### src/rtl/multicore_ctrl_if.sv
// Shared-memory control bundle between the cores and multicore_ctrl.
// master: core side drives requests/commands; slave: controller side.
interface multicore_ctrl_if #(
  parameter int NCORES = 4,
  parameter int IDW    = 2
);
  logic [NCORES-1:0]     halt_in;
  logic [NCORES-1:0]     wen;
  logic [NCORES-1:0]     rreq;
  logic [NCORES-1:0]     pr_valid;
  logic [NCORES-1:0]     pr_run;
  logic [NCORES*IDW-1:0] pr_target;
  logic [3*NCORES-1:0]   stall_num;
  logic [NCORES-1:0]     wgrant;
  logic [NCORES-1:0]     rgrant;
  logic [NCORES-1:0]     running;
  logic                  halt;
  logic [15:0]           conflicts;

  modport master (
    output halt_in, wen, rreq, pr_valid, pr_run, pr_target,
    input  stall_num, wgrant, rgrant, running, halt, conflicts
  );

  modport slave (
    input  halt_in, wen, rreq, pr_valid, pr_run, pr_target,
    output stall_num, wgrant, rgrant, running, halt, conflicts
  );
endinterface

### src/rtl/multicore_ctrl.sv
// Multicore shared-memory controller: pause/resume, round-robin write and
// data-read arbitration, per-core stall counts and sticky system halt.
// Ports: clk, reset (sync, active high), bus (multicore_ctrl_if.slave).
// Optional: MULTICORE_CTRL_CONFLICT_CNT_EN enables the 16-bit conflict
// counter; otherwise bus.conflicts is tied to zero.
module multicore_ctrl #(
  parameter int NCORES   = 4,
  parameter int IDW      = 2,
  parameter int STALL_PR = 6,
  parameter int STALL_WR = 6,
  parameter int STALL_RD = 3,
  parameter logic [NCORES-1:0] RUN_INIT = '1
) (
  input logic             clk,
  input logic             reset,
  multicore_ctrl_if.slave bus
);

  logic [NCORES-1:0] running_q;
  logic [NCORES-1:0] cmd_v;
  logic [NCORES-1:0] cmd_r;
  logic [NCORES-1:0] blocked;
  logic [NCORES-1:0] wg;
  logic [NCORES-1:0] rg;
  logic [IDW-1:0]    wptr_q;
  logic [IDW-1:0]    rptr_q;
  logic [IDW-1:0]    wptr_d;
  logic [IDW-1:0]    rptr_d;
  logic              halt_q;
  logic [3*NCORES-1:0] stall;

  // Scan from ptr outward; descending loop so the closest wins last.
  function automatic logic [NCORES-1:0] rr_pick(
    input logic [NCORES-1:0] req,
    input logic [IDW-1:0]    ptr
  );
    int idx;
    rr_pick = '0;
    for (int k = NCORES - 1; k >= 0; k--) begin
      idx = int'(ptr) + k;
      if (idx >= NCORES) idx = idx - NCORES;
      if (req[idx]) begin
        rr_pick      = '0;
        rr_pick[idx] = 1'b1;
      end
    end
  endfunction

  function automatic logic [IDW-1:0] next_ptr(
    input logic [NCORES-1:0] g,
    input logic [IDW-1:0]    cur
  );
    next_ptr = cur;
    for (int i = 0; i < NCORES; i++)
      if (g[i])
        next_ptr = (i == NCORES - 1) ? '0 : IDW'(i + 1);
  endfunction

  // Per target, lowest issuer wins: walk issuers high to low.
  // Out-of-range targets never match any t and drop out.
  always_comb begin
    cmd_v = '0;
    cmd_r = '0;
    for (int t = 0; t < NCORES; t++) begin
      for (int i = NCORES - 1; i >= 0; i--) begin
        if (bus.pr_valid[i] &&
            bus.pr_target[i*IDW +: IDW] == IDW'(t)) begin
          cmd_v[t] = 1'b1;
          cmd_r[t] = bus.pr_run[i];
        end
      end
    end
  end

  assign blocked = (cmd_v & ~cmd_r)
                 | (~running_q & ~(cmd_v & cmd_r));

  always_comb begin
    wg     = rr_pick(bus.wen  & ~blocked, wptr_q);
    rg     = rr_pick(bus.rreq & ~blocked, rptr_q);
    wptr_d = next_ptr(wg, wptr_q);
    rptr_d = next_ptr(rg, rptr_q);
  end

  always_comb begin
    stall = '0;
    for (int i = 0; i < NCORES; i++) begin
      if (blocked[i])
        stall[i*3 +: 3] = 3'(STALL_PR);
      else if (bus.wen[i] && !wg[i])
        stall[i*3 +: 3] = 3'(STALL_WR);
      else if (bus.rreq[i] && !rg[i])
        stall[i*3 +: 3] = 3'(STALL_RD);
    end
  end

  always_ff @(posedge clk) begin
    if (reset) begin
      running_q <= RUN_INIT;
      wptr_q    <= '0;
      rptr_q    <= '0;
      halt_q    <= 1'b0;
    end else begin
      running_q <= (running_q & ~cmd_v) | (cmd_v & cmd_r);
      wptr_q    <= wptr_d;
      rptr_q    <= rptr_d;
      if (&bus.halt_in) halt_q <= 1'b1;
    end
  end

`ifdef MULTICORE_CTRL_CONFLICT_CNT_EN
  logic        conflict;
  logic [15:0] conf_q;

  // Pause blocks are not arbitration losses.
  assign conflict = |(~blocked & ((bus.wen  & ~wg) |
                                  (bus.rreq & ~rg)));

  always_ff @(posedge clk) begin
    if (reset)
      conf_q <= '0;
    else if (conflict && conf_q != 16'hFFFF)
      conf_q <= conf_q + 16'd1;
  end

  assign bus.conflicts = conf_q;
`else
  assign bus.conflicts = '0;
`endif

  assign bus.wgrant    = wg;
  assign bus.rgrant    = rg;
  assign bus.stall_num = stall;
  assign bus.running   = running_q;
  assign bus.halt      = halt_q;

endmodule

### src/flat_wrapper.sv
// flat-port wrapper written by rule: the top's interface ports become plain ports
module multicore_ctrl_flat 
#(
  parameter int NCORES   = 4,
  parameter int IDW      = 2,
  parameter int STALL_PR = 6,
  parameter int STALL_WR = 6,
  parameter int STALL_RD = 3,
  parameter logic [NCORES-1:0] RUN_INIT = '1
)
  (clk, reset, bus_halt_in, bus_wen, bus_rreq, bus_pr_valid, bus_pr_run, bus_pr_target, bus_stall_num, bus_wgrant, bus_rgrant, bus_running, bus_halt, bus_conflicts);
  multicore_ctrl_if #(.NCORES(NCORES), .IDW(IDW)) bus_i ();
  input logic clk;
  input logic reset;
  input wire logic [$bits(bus_i.halt_in)-1:0] bus_halt_in;
  input wire logic [$bits(bus_i.wen)-1:0] bus_wen;
  input wire logic [$bits(bus_i.rreq)-1:0] bus_rreq;
  input wire logic [$bits(bus_i.pr_valid)-1:0] bus_pr_valid;
  input wire logic [$bits(bus_i.pr_run)-1:0] bus_pr_run;
  input wire logic [$bits(bus_i.pr_target)-1:0] bus_pr_target;
  output wire logic [$bits(bus_i.stall_num)-1:0] bus_stall_num;
  output wire logic [$bits(bus_i.wgrant)-1:0] bus_wgrant;
  output wire logic [$bits(bus_i.rgrant)-1:0] bus_rgrant;
  output wire logic [$bits(bus_i.running)-1:0] bus_running;
  output wire logic [$bits(bus_i.halt)-1:0] bus_halt;
  output wire logic [$bits(bus_i.conflicts)-1:0] bus_conflicts;
  assign bus_i.halt_in = bus_halt_in;
  assign bus_i.wen = bus_wen;
  assign bus_i.rreq = bus_rreq;
  assign bus_i.pr_valid = bus_pr_valid;
  assign bus_i.pr_run = bus_pr_run;
  assign bus_i.pr_target = bus_pr_target;
  assign bus_stall_num = bus_i.stall_num;
  assign bus_wgrant = bus_i.wgrant;
  assign bus_rgrant = bus_i.rgrant;
  assign bus_running = bus_i.running;
  assign bus_halt = bus_i.halt;
  assign bus_conflicts = bus_i.conflicts;
  multicore_ctrl #(.NCORES(NCORES), .IDW(IDW), .STALL_PR(STALL_PR), .STALL_WR(STALL_WR), .STALL_RD(STALL_RD), .RUN_INIT(RUN_INIT)) u_core (.clk(clk), .reset(reset), .bus(bus_i));
endmodule
### config.mk
export PLATFORM = sky130hd
export DESIGN_NAME = multicore_ctrl_flat
export DESIGN_NICKNAME = d
export VERILOG_FILES = /design/src/rtl/multicore_ctrl_if.sv /design/src/rtl/multicore_ctrl.sv /design/src/flat_wrapper.sv
export SDC_FILE = /design/constraint.sdc
export NUM_CORES = 1
export LEC_CHECK = 0
export BUFFER_PORTS_ARGS = -buffer_cell sky130_fd_sc_hd__buf_2
export CORE_UTILIZATION = 30
export CTS_BUF_LIST = sky130_fd_sc_hd__clkbuf_4
export CTS_CLUSTER_DIAMETER = 80
export DETAILED_ROUTE_END_ITERATION = 16
export SYNTH_ARGS = -nofsm -noshare
export SYNTH_HDL_FRONTEND = slang
export SYNTH_SLANG_ARGS = --single-unit
### constraint.sdc
create_clock -name clk -period 2.3 [get_ports clk]
set_input_delay 0.115 -clock clk [delete_from_list [all_inputs] [get_ports clk]]
set_output_delay 0.115 -clock clk [all_outputs]
set_load 0.01 [all_outputs]
**After elaboration in Yosys (flattened, before gate mapping)**

Cells that the tools add are included.

- Register bits: 9
- Logic and storage cells: 222

- Add/sub/neg operators: 14
- Magnitude comparators: 24
- Equal/unequal tests: 12
- Mux-type cells: 106
- Bitwise logic cells: 13
- Reductions and logical operators: 49

Operators with widths:

| operator | count |
|---|---|
| 32-bit by 1-bit >= comparator with 1-bit output, second input constant | 8 |
| 32-bit by 4-bit < comparator with 1-bit output, second input constant | 8 |
| 32-bit two-way mux | 8 |
| 32-bit by 4-bit >= comparator with 1-bit output, second input constant | 6 |
| 32-bit by 4-bit subtractor with 32-bit output, second input constant | 6 |
| 1-bit two-way mux | 56 |
| 1-bit logical AND | 32 |
| 4-bit two-way mux | 8 |
| 4-bit AND | 6 |
| 3-bit two-way mux | 8 |
| 2-bit two-way mux | 10 |
| 4-bit NOT | 5 |
| 1-bit binary-select mux with 2-bit select | 8 |
| 1-bit demux with 2-bit select | 8 |
| 2-bit equality test, second input constant | 8 |
| 2-bit by 2-bit adder with 3-bit output, second input constant | 4 |
| 2-bit by 1-bit equality test with 1-bit output, second input constant | 4 |
| 1-bit zero test | 8 |
| 2-bit zero test | 4 |
| 4-bit OR | 2 |
| 2-bit by 3-bit subtractor with 4-bit output, second input constant | 2 |
| 2-bit by 1-bit adder with 3-bit output, second input constant | 2 |
| 2-bit by 3-bit >= comparator with 1-bit output, second input constant | 2 |
| 3-bit nonzero test | 2 |
| 2 further kinds | 3 |

**Logic depth before layout (Yosys ltp)**

Gate-level depths: netlist of the first run.

- Word-level depth: 24
- Gate-level depth with buffers: 11
- Depth with buffers taken out: 10

**Worst setup path before layout of the first run**

OpenSTA, ideal clock, no wires.

- Path type: flip-flop to output port
- Start point: reg u_core.wptr_q[0]
- End point: out bus_stall_num[7]
- Data arrival time: 2.588 ns
- Setup slack: -0.403 ns
- Cell stages (with the launch flop): 10
- Path through: dfxtp_1 -> clkbuf_1 -> inv_1 -> ha_1 -> mux2i_1 -> and3_1 -> o21ai_0 -> a221oi_2 -> o21ai_1 -> a21o_1

- Cells in the longest elaborated chain, start to end: 15
- Elaborated cells between the ends (all ways): 55
- Those cells by class: add/sub (7); order compare (12); mux (30); reduce/logical (6)

Ends and longest elaborated chain:

| item | RTL line | text |
|---|---|---|
| start, declared | multicore_ctrl.sv:25 | `logic [IDW-1:0] wptr_q;` |
| start signal, assigned | multicore_ctrl.sv:105 | `wptr_q <= wptr_d;` |
| 2-bit by 2-bit adder with 3-bit output | multicore_ctrl.sv:40 | `idx = int'(ptr) + k;` |
| 32-bit by 4-bit subtractor with 32-bit output or 32-bit by 4-bit >= comparator with 1-bit output (tied branches) | multicore_ctrl.sv:41 | `if (idx >= NCORES) idx = idx - NCORES;` |
| 32-bit two-way mux | multicore_ctrl.sv:41 |  |
| 32-bit by 1-bit >= comparator with 1-bit output (not written as such) or 32-bit by 4-bit < comparator with 1-bit output (tied branches) | multicore_ctrl.sv:44 | `rr_pick[idx] = 1'b1;` |
| 1-bit logical AND (not written as such) | multicore_ctrl.sv:44 |  |
| 1-bit two-way mux (not written as such) | multicore_ctrl.sv:44 |  |
| 1-bit demux with 2-bit select | n/a |  |
| 4-bit two-way mux (3 in series) | multicore_ctrl.sv:42 | `if (req[idx]) begin` |
| 4-bit two-way mux (*) | multicore_ctrl.sv:42 |  |
| named net bus_wgrant[2] | flat_wrapper.sv:22 | `output wire logic [$bits(bus_i.wgrant)-1:0] bus_wgrant;` |
| 1-bit zero test (*) | multicore_ctrl.sv:90 | `else if (bus.wen[i] && !wg[i])` |
| 1-bit logical AND (*) | multicore_ctrl.sv:90 |  |
| 3-bit two-way mux (*) | multicore_ctrl.sv:90 |  |
| 3-bit two-way mux (*) | multicore_ctrl.sv:88 | `if (blocked[i])` |
| end, declared | flat_wrapper.sv:21 | `output wire logic [$bits(bus_i.stall_num)-1:0] bus_stall_num;` |

Mark *: on every way through the listed nets, which the timed path passes. The rest lies on a longest branch. The select of a mux whose other input is x is not followed.

==> metrics.txt, run 1 <==
outcome complete, but fails checks; failing checks negative setup slack; fill cell count around 580; Multi-input gate area roughly 1900 µm²; DR iter-0 viols 73; placed cells 432; Yosys reg bits 9; setup slack after layout -0.528 ns; Clock Sinks 9; unrepaired setup endpoints after global routing true; Reg area 183 µm²; Worst Path Required 2.18 ns; largest family of logic cells by synthesized area simple AND/OR/NAND/NOR gates; Seq/Total Area, Yosys a little under a tenth; Setup-failing EPs final 24; Hold Crit Depth 3; final period utilization 123%; maximum VDD drop 0.612 mV; sw power between 1.5 and 2 mW; Die X 82.3 µm; CTS tree yes; fin. max-slew vios 0; Area Growth Syn to Fin 66.2%; clk buf depth 2; Pleak approximately 1.5 nW; WL/cell 15.5 µm; slowest CP cell mux4_2; compound-gate portion of the synthesized area 29.6%; hold buffer count at CTS 0; worst-path maximum fanout 6; die area slightly below 7000 µm²; Routed WL approximately 6.9 mm; startpoint types flop; Adder-Cell Fraction of Synth Area between 9 and 10%; Final Hold Vio Count 0; total negative setup slack -9.49 ns; Tot Pwr 3.81 mW; fin crit period roughly 2.8 ns; post-synthesis simple-gate area fraction 32.6%; Clk pin slew, worst setup/hold paths ~0.08 ns; clock power share under 10%; Site Rows 28; Hold/Removal Path Class in2reg; DP Wirelength ~5.2 mm; Final #Nets about 420; Initial DRT Pass Iterations 4; Worst Path Arrival about 2.7 ns; critical setup path kind reg2out; Worst R2R Path Depth 9; largest net degree at the start of global routing 13; proportion of synthesized area in mux cells 7.30%; RePlAce Congestion between 0.9 and 1; cell area after synthesis slightly below 2000 µm²; non-filler cells, final about 450; largest stage delay on the critical path ~0.53 ns; Reg power frac approximately 5.5%; # IOs 71; internal power 2.06 mW; Switching Fraction between 40% and 50%; Post-DRT Antenna Nets 0; Num CTS Buffers 3; CTS root buffer clkbuf_4; I/O Buffers 54; Post-Synth XOR/XNOR Area 0%; Post-synth EDFFs 0; Worst-Skew Late Latency 0.28 ns; vias per cell 5.36; Die Span Y approximately 82 µm; number of global-route vias before repair between 2,000 and 2,500; power density over the cells around 1200 nW/µm²; layout cell share with drive strength beyond 1 between 50% and 60%; pre-CTS setup slack -0.548 ns; Final Skew between 0.004 and 0.005 ns; synth unique cells 65; crit-path cells a211oi_4, o211ai_4, and3_4, mux4_2, buf_12, a221oi_4, o21ai_2, a21o_1, buf_2; core area between 6000 and 7000 µm²; Post-Synthesis Cells 246; Antenna Diode Count 0; first-pass GRT wire length around 11 mm; Async SR Flop Fraction 0%; Post-synth top flop dfxtp_1; H-tree depth 1; Syn Area/Cell a little under 8 µm²; vias after detailed routing 2,390; fmax around 350 MHz; combinational fraction of design power ~90%; DR DRC count 0; total track usage a little over a fifth; Ys Warns 0; max cap viols 0; Starting Density around a third; CP endpoint kind output pin; grt ovf 0; fin util 53.1%; initial antenna violation count 0
## metal layers
metal	GRT usage [%]	vias to the layer above	wire length, µm
met2	36.7	75	3440
met3	2.64	17	348
met5	0	-	0
met1	25.8	1136	2980
met4	8.42	0	155
li1	-	1162	-
## per-stage QoR
stage	hold WS, ns	instance area (µm²)
floorplan	0.187	2100
global placement	0.383	2780
detailed placement	0.381	2780
CTS	0.0917	3090
global route	0.136	3220
finish	0.0828	3220
## final timing paths
path | startpoint | endpoint | slack, ns
worst max-delay path | flop | bus_stall_num[7] | -0.53
worst max register to register | flop | u_core.wptr_q[1] | -0.29
worst min-delay path | bus_halt_in[1] | u_core.bus.halt | 0.08
worst min register to register | u_core.bus.halt | u_core.bus.halt | 0.47
## layout make-up
| cell class | count | share of cell area [%] |
|---|---|---|
| timing repair buffer | 126 | 28.6 |
| sequential | 9 | 5.68 |
| multi-input combinational | 211 | 59.4 |
| inverter | 21 | 2.45 |
| tap | 75 | 2.92 |
| clock buffer | 4 | 0.933 |
## power groups by stage
stage | clock network, mW | logic, mW | registers, mW
global route | 0.171 | 3.70 | 0.213
global placement | 0 | 2.48 | 0.212
finish | 0.158 | 3.44 | 0.209
CTS | 0.159 | 3.11 | 0.208
floorplan | 0 | 1.54 | 0.241
detailed placement | 0 | 2.50 | 0.212
## placed cells by master (no fill, tap or decap), types with 5 or more instances in the layout
cell type	n
or2_2	5
nor2_1	12
dfxtp_1	7
nand2_2	5
nand3_1	5
conb_1	16
ha_1	14
buf_2	44
and3_1	5
o211a_1	5
a21o_1	6
nand2_1	10
nand4_1	6
buf_4	62
and4_1	7
buf_6	19
inv_1	19
## cells by family (layout without fill, tap and decap cells)
| group | count (synthesis) | after routing |
|---|---|---|
| flip-flops | 9 | 9 |
| other | 1 | 16 |
| multiplexers | 9 | 9 |
| adder cells (fa/ha/maj) | 15 | 15 |
| AO/OA/AOI/OAI | 69 | 69 |
| AND/OR/NAND/NOR | 102 | 102 |
| buffers and inverters | 41 | 151 |
## worst max-delay path, delay by kind of cell, from the launching register on
| kind | cells | cell delay, ns |
|---|---|---|
| flops | 1 | 0.34 |
| simple gates | 1 | 0.20 |
| buf+inv | 2 | 0.31 |
| compound gates | 5 | 1.04 |
| mux | 1 | 0.53 |
## timing repair
item,4_1_cts,5_1_grt
setup buffers,10,2
endpoints found under the setup margin,24,24
gates cloned,0,0
pin swaps,18,18
gates resized for setup,39,29
## cells in the mapped netlist, types with 6 or more instances
| master | number | area share (%) |
|---|---|---|
| a211oi_1 | 6 | 2.3 |
| a21o_1 | 6 | 2.3 |
| a21oi_1 | 7 | 1.8 |
| and3_1 | 10 | 3.2 |
| and4_1 | 7 | 3.2 |
| buf_4 | 17 | 6.6 |
| dfxtp_1 | 9 | 9.3 |
| ha_1 | 15 | 9.7 |
| inv_1 | 21 | 4.1 |
| nand2_1 | 15 | 2.9 |
| nand2b_1 | 6 | 1.9 |
| nand3_1 | 8 | 2.1 |
| nand4_1 | 6 | 1.9 |
| nor2_1 | 14 | 2.7 |
(Power assumes the default switching activity.)
==> run 2: changes to the inputs <==
--- a/config.mk
+++ b/config.mk
@@ -6,10 +6,12 @@
 export NUM_CORES = 1
 export LEC_CHECK = 0
 export BUFFER_PORTS_ARGS = -buffer_cell sky130_fd_sc_hd__buf_2
+export CORE_ASPECT_RATIO = 0.7
 export CORE_UTILIZATION = 30
 export CTS_BUF_LIST = sky130_fd_sc_hd__clkbuf_4
 export CTS_CLUSTER_DIAMETER = 80
 export DETAILED_ROUTE_END_ITERATION = 16
+export GPL_TIMING_DRIVEN = 0
 export SYNTH_ARGS = -nofsm -noshare
 export SYNTH_HDL_FRONTEND = slang
 export SYNTH_SLANG_ARGS = --single-unit
==> run 2 against run 1 <==
Compared with the run above: the run ends with design-rule violations, negative setup slack left; sequential power rose by 35%; fmax barely moved; worst setup slack got worse by 0.00057 ns.
==> metrics.txt, run 2 (synthesis gave the netlist of run 1 again) <==
first-pass GRT wire length 10.4 mm (-4.4%); I/O Buffers 54 (unchanged); CTS tree yes; Clock Sinks 9 (unchanged); maximum VDD drop 0.926 mV (+51%); Hold/Removal Path Class in2reg; Worst Path Arrival 2.71 ns (about the same); DR iter-0 viols 106 (+45%); grt ovf 0 (unchanged); unrepaired setup endpoints after global routing true; WL/cell 15.7 µm (+1.0%); Initial DRT Pass Iterations 10 (+6); Antenna Diode Count 0 (unchanged); largest net degree at the start of global routing 11 (-2); Final #Nets 405 (-2.9%); fin util 51.2% (-1.9 points); failing checks design-rule violations, negative setup slack; power density over the cells 1200 nW/µm² (+1.4%); Die X 98.0 µm (+19%); worst-path maximum fanout 5 (-1); hold buffer count at CTS 0 (unchanged); layout cell share with drive strength beyond 1 56.0% (+2.1 points); Die Span Y 69.2 µm (-16%); CTS root buffer clkbuf_4; startpoint types flop; fmax 354 MHz (about the same); vias after detailed routing 2,352 (-1.6%); H-tree depth 1 (unchanged); CP endpoint kind output pin; Final Hold Vio Count 0 (unchanged); initial antenna violation count 0 (unchanged); final non-filler cell area 3180 µm² (-1.1%); Worst Path Required 2.18 ns (about the same); Clk pin slew, worst setup/hold paths 0.09 ns (about the same); # IOs 71 (unchanged); Pleak 1.50 nW (-3.2%); Worst-Margin Slew between 0.5 and 0.6 ns; Setup-failing EPs final 24 (unchanged); Starting Density 31.1% (-0.80 points); DR DRC count 2 (+2); Routed WL 6.85 mm (-1.0%); most common cell after layout, fill and taps aside buf_4; total track usage 19.2% (-1.8 points); die area 6780 µm² (about the same); Post-DRT Antenna Nets 0 (unchanged); Rel. slew slack 65.2%; fin crit period 2.83 ns (+0.000570 ns); core area 6220 µm² (+2.6%); setup slack after layout -0.529 ns (-0.000570 ns); Site Rows 24 (-14%); final period utilization 123% (about the same); max cap viols 0 (unchanged); Area Growth Syn to Fin 64.3%; DP Wirelength 4.67 mm (-10%); Num CTS Buffers 3 (unchanged); clk buf depth 2 (unchanged); Placement Cell Area 2470 µm² (-11%); Final Skew 0.00667 ns (+0.00240 ns); vias per cell 5.38 (+0.44%); outcome complete, but fails checks; Worst-Skew Late Latency 0.28 ns (about the same); number of global-route vias before repair 2,149 (-7.7%); worst hold slack 0.104 ns (+0.0215 ns); fin. max-slew vios 0 (unchanged); critical setup path kind reg2out; most frequent cells in the layout 49 x buf_4, 41 x buf_2, 21 x buf_6; RePlAce Congestion 0.913 (-6.2%)
-- run 2: cell types whose count changed in the layout (fill, tap and decap cells not counted), sizes merged --
| cell | previous run | this run |
|---|---|---|
| clkinv | 0 | 1 |
| clkbuf | 4 | 5 |
| clkinvlp | 0 | 2 |
| inv | 21 | 19 |
| buf | 126 | 112 |
-- run 2: final timing paths --
| path | from | endpoint | slack, ns | cells past startpoint |
|---|---|---|---|---|
| min | bus_halt_in[1] | u_core.bus.halt | 0.10 | 3 |
| max | flop | bus_stall_num[7] | -0.53 | 9 |
| max reg2reg | flop | u_core.rptr_q[0] | -0.31 | 11 |
| min reg2reg | u_core.bus.halt | u_core.bus.halt | 0.51 | 2 |
-- run 2: power by group --
group	switching, mW	internal [mW]	total, mW
logic	1.59	1.81	3.39
clock network	0.0784	0.0645	0.143
registers	0.0772	0.206	0.283
total	1.74	2.08	3.82
-- run 2: metal layers --
layer  GRT usage, %  part of all wire, %  vias to the layer above
met5              0                    0                        -
met4           4.21                 0.90                        0
met3           3.33                  5.5                        8
met2           32.6                   48                       82
met1           25.3                   45                     1112
li1               -                    -                     1150
-- run 2: stage by stage --
stage | power, mW | std cells | setup TNS [ns] | setup WS (ns)
6_report | 3.82 | 437 | -9.75 | -0.529
5_1_grt | 4.08 | 437 | -12.02 | -0.627
2_1_floorplan | 1.78 | 261 | -1.40 | -0.216
4_1_cts | 3.19 | 418 | -9.29 | -0.550
3_3_place_gp | 2.32 | 393 | -11.41 | -0.738
3_5_place_dp | 2.33 | 393 | -11.47 | -0.746
-- run 2: cell type report --
cell class,count,area [µm²]
plain buffers,19,151
clock buffers,3,22.5
clock inverters,1,5.00
fillers,577,3040
inverters,21,91.3
multi-input cells,211,1930
flip-flops and latches,9,195
well taps,78,97.6
repair buffers,95,686
-- run 2: what timing repair did --
item / in CTS / in global routing
buffers inserted: 20 / 21
gates cloned: 1 / 0
pin swaps: 14 / 36
endpoints found under the setup margin: 24 / 24
resized for setup: 56 / 46
-- run 2: worst max-delay path: stages (launching register included) --
cell	delay, ns
dfxtp_2	0.34
a211oi_4	0.26
o211ai_4	0.14
and3_4	0.17
mux4_2	0.52
buf_6	0.16
a221oi_4	0.43
o21ai_2	0.12
a21o_1	0.16
buf_2	0.13
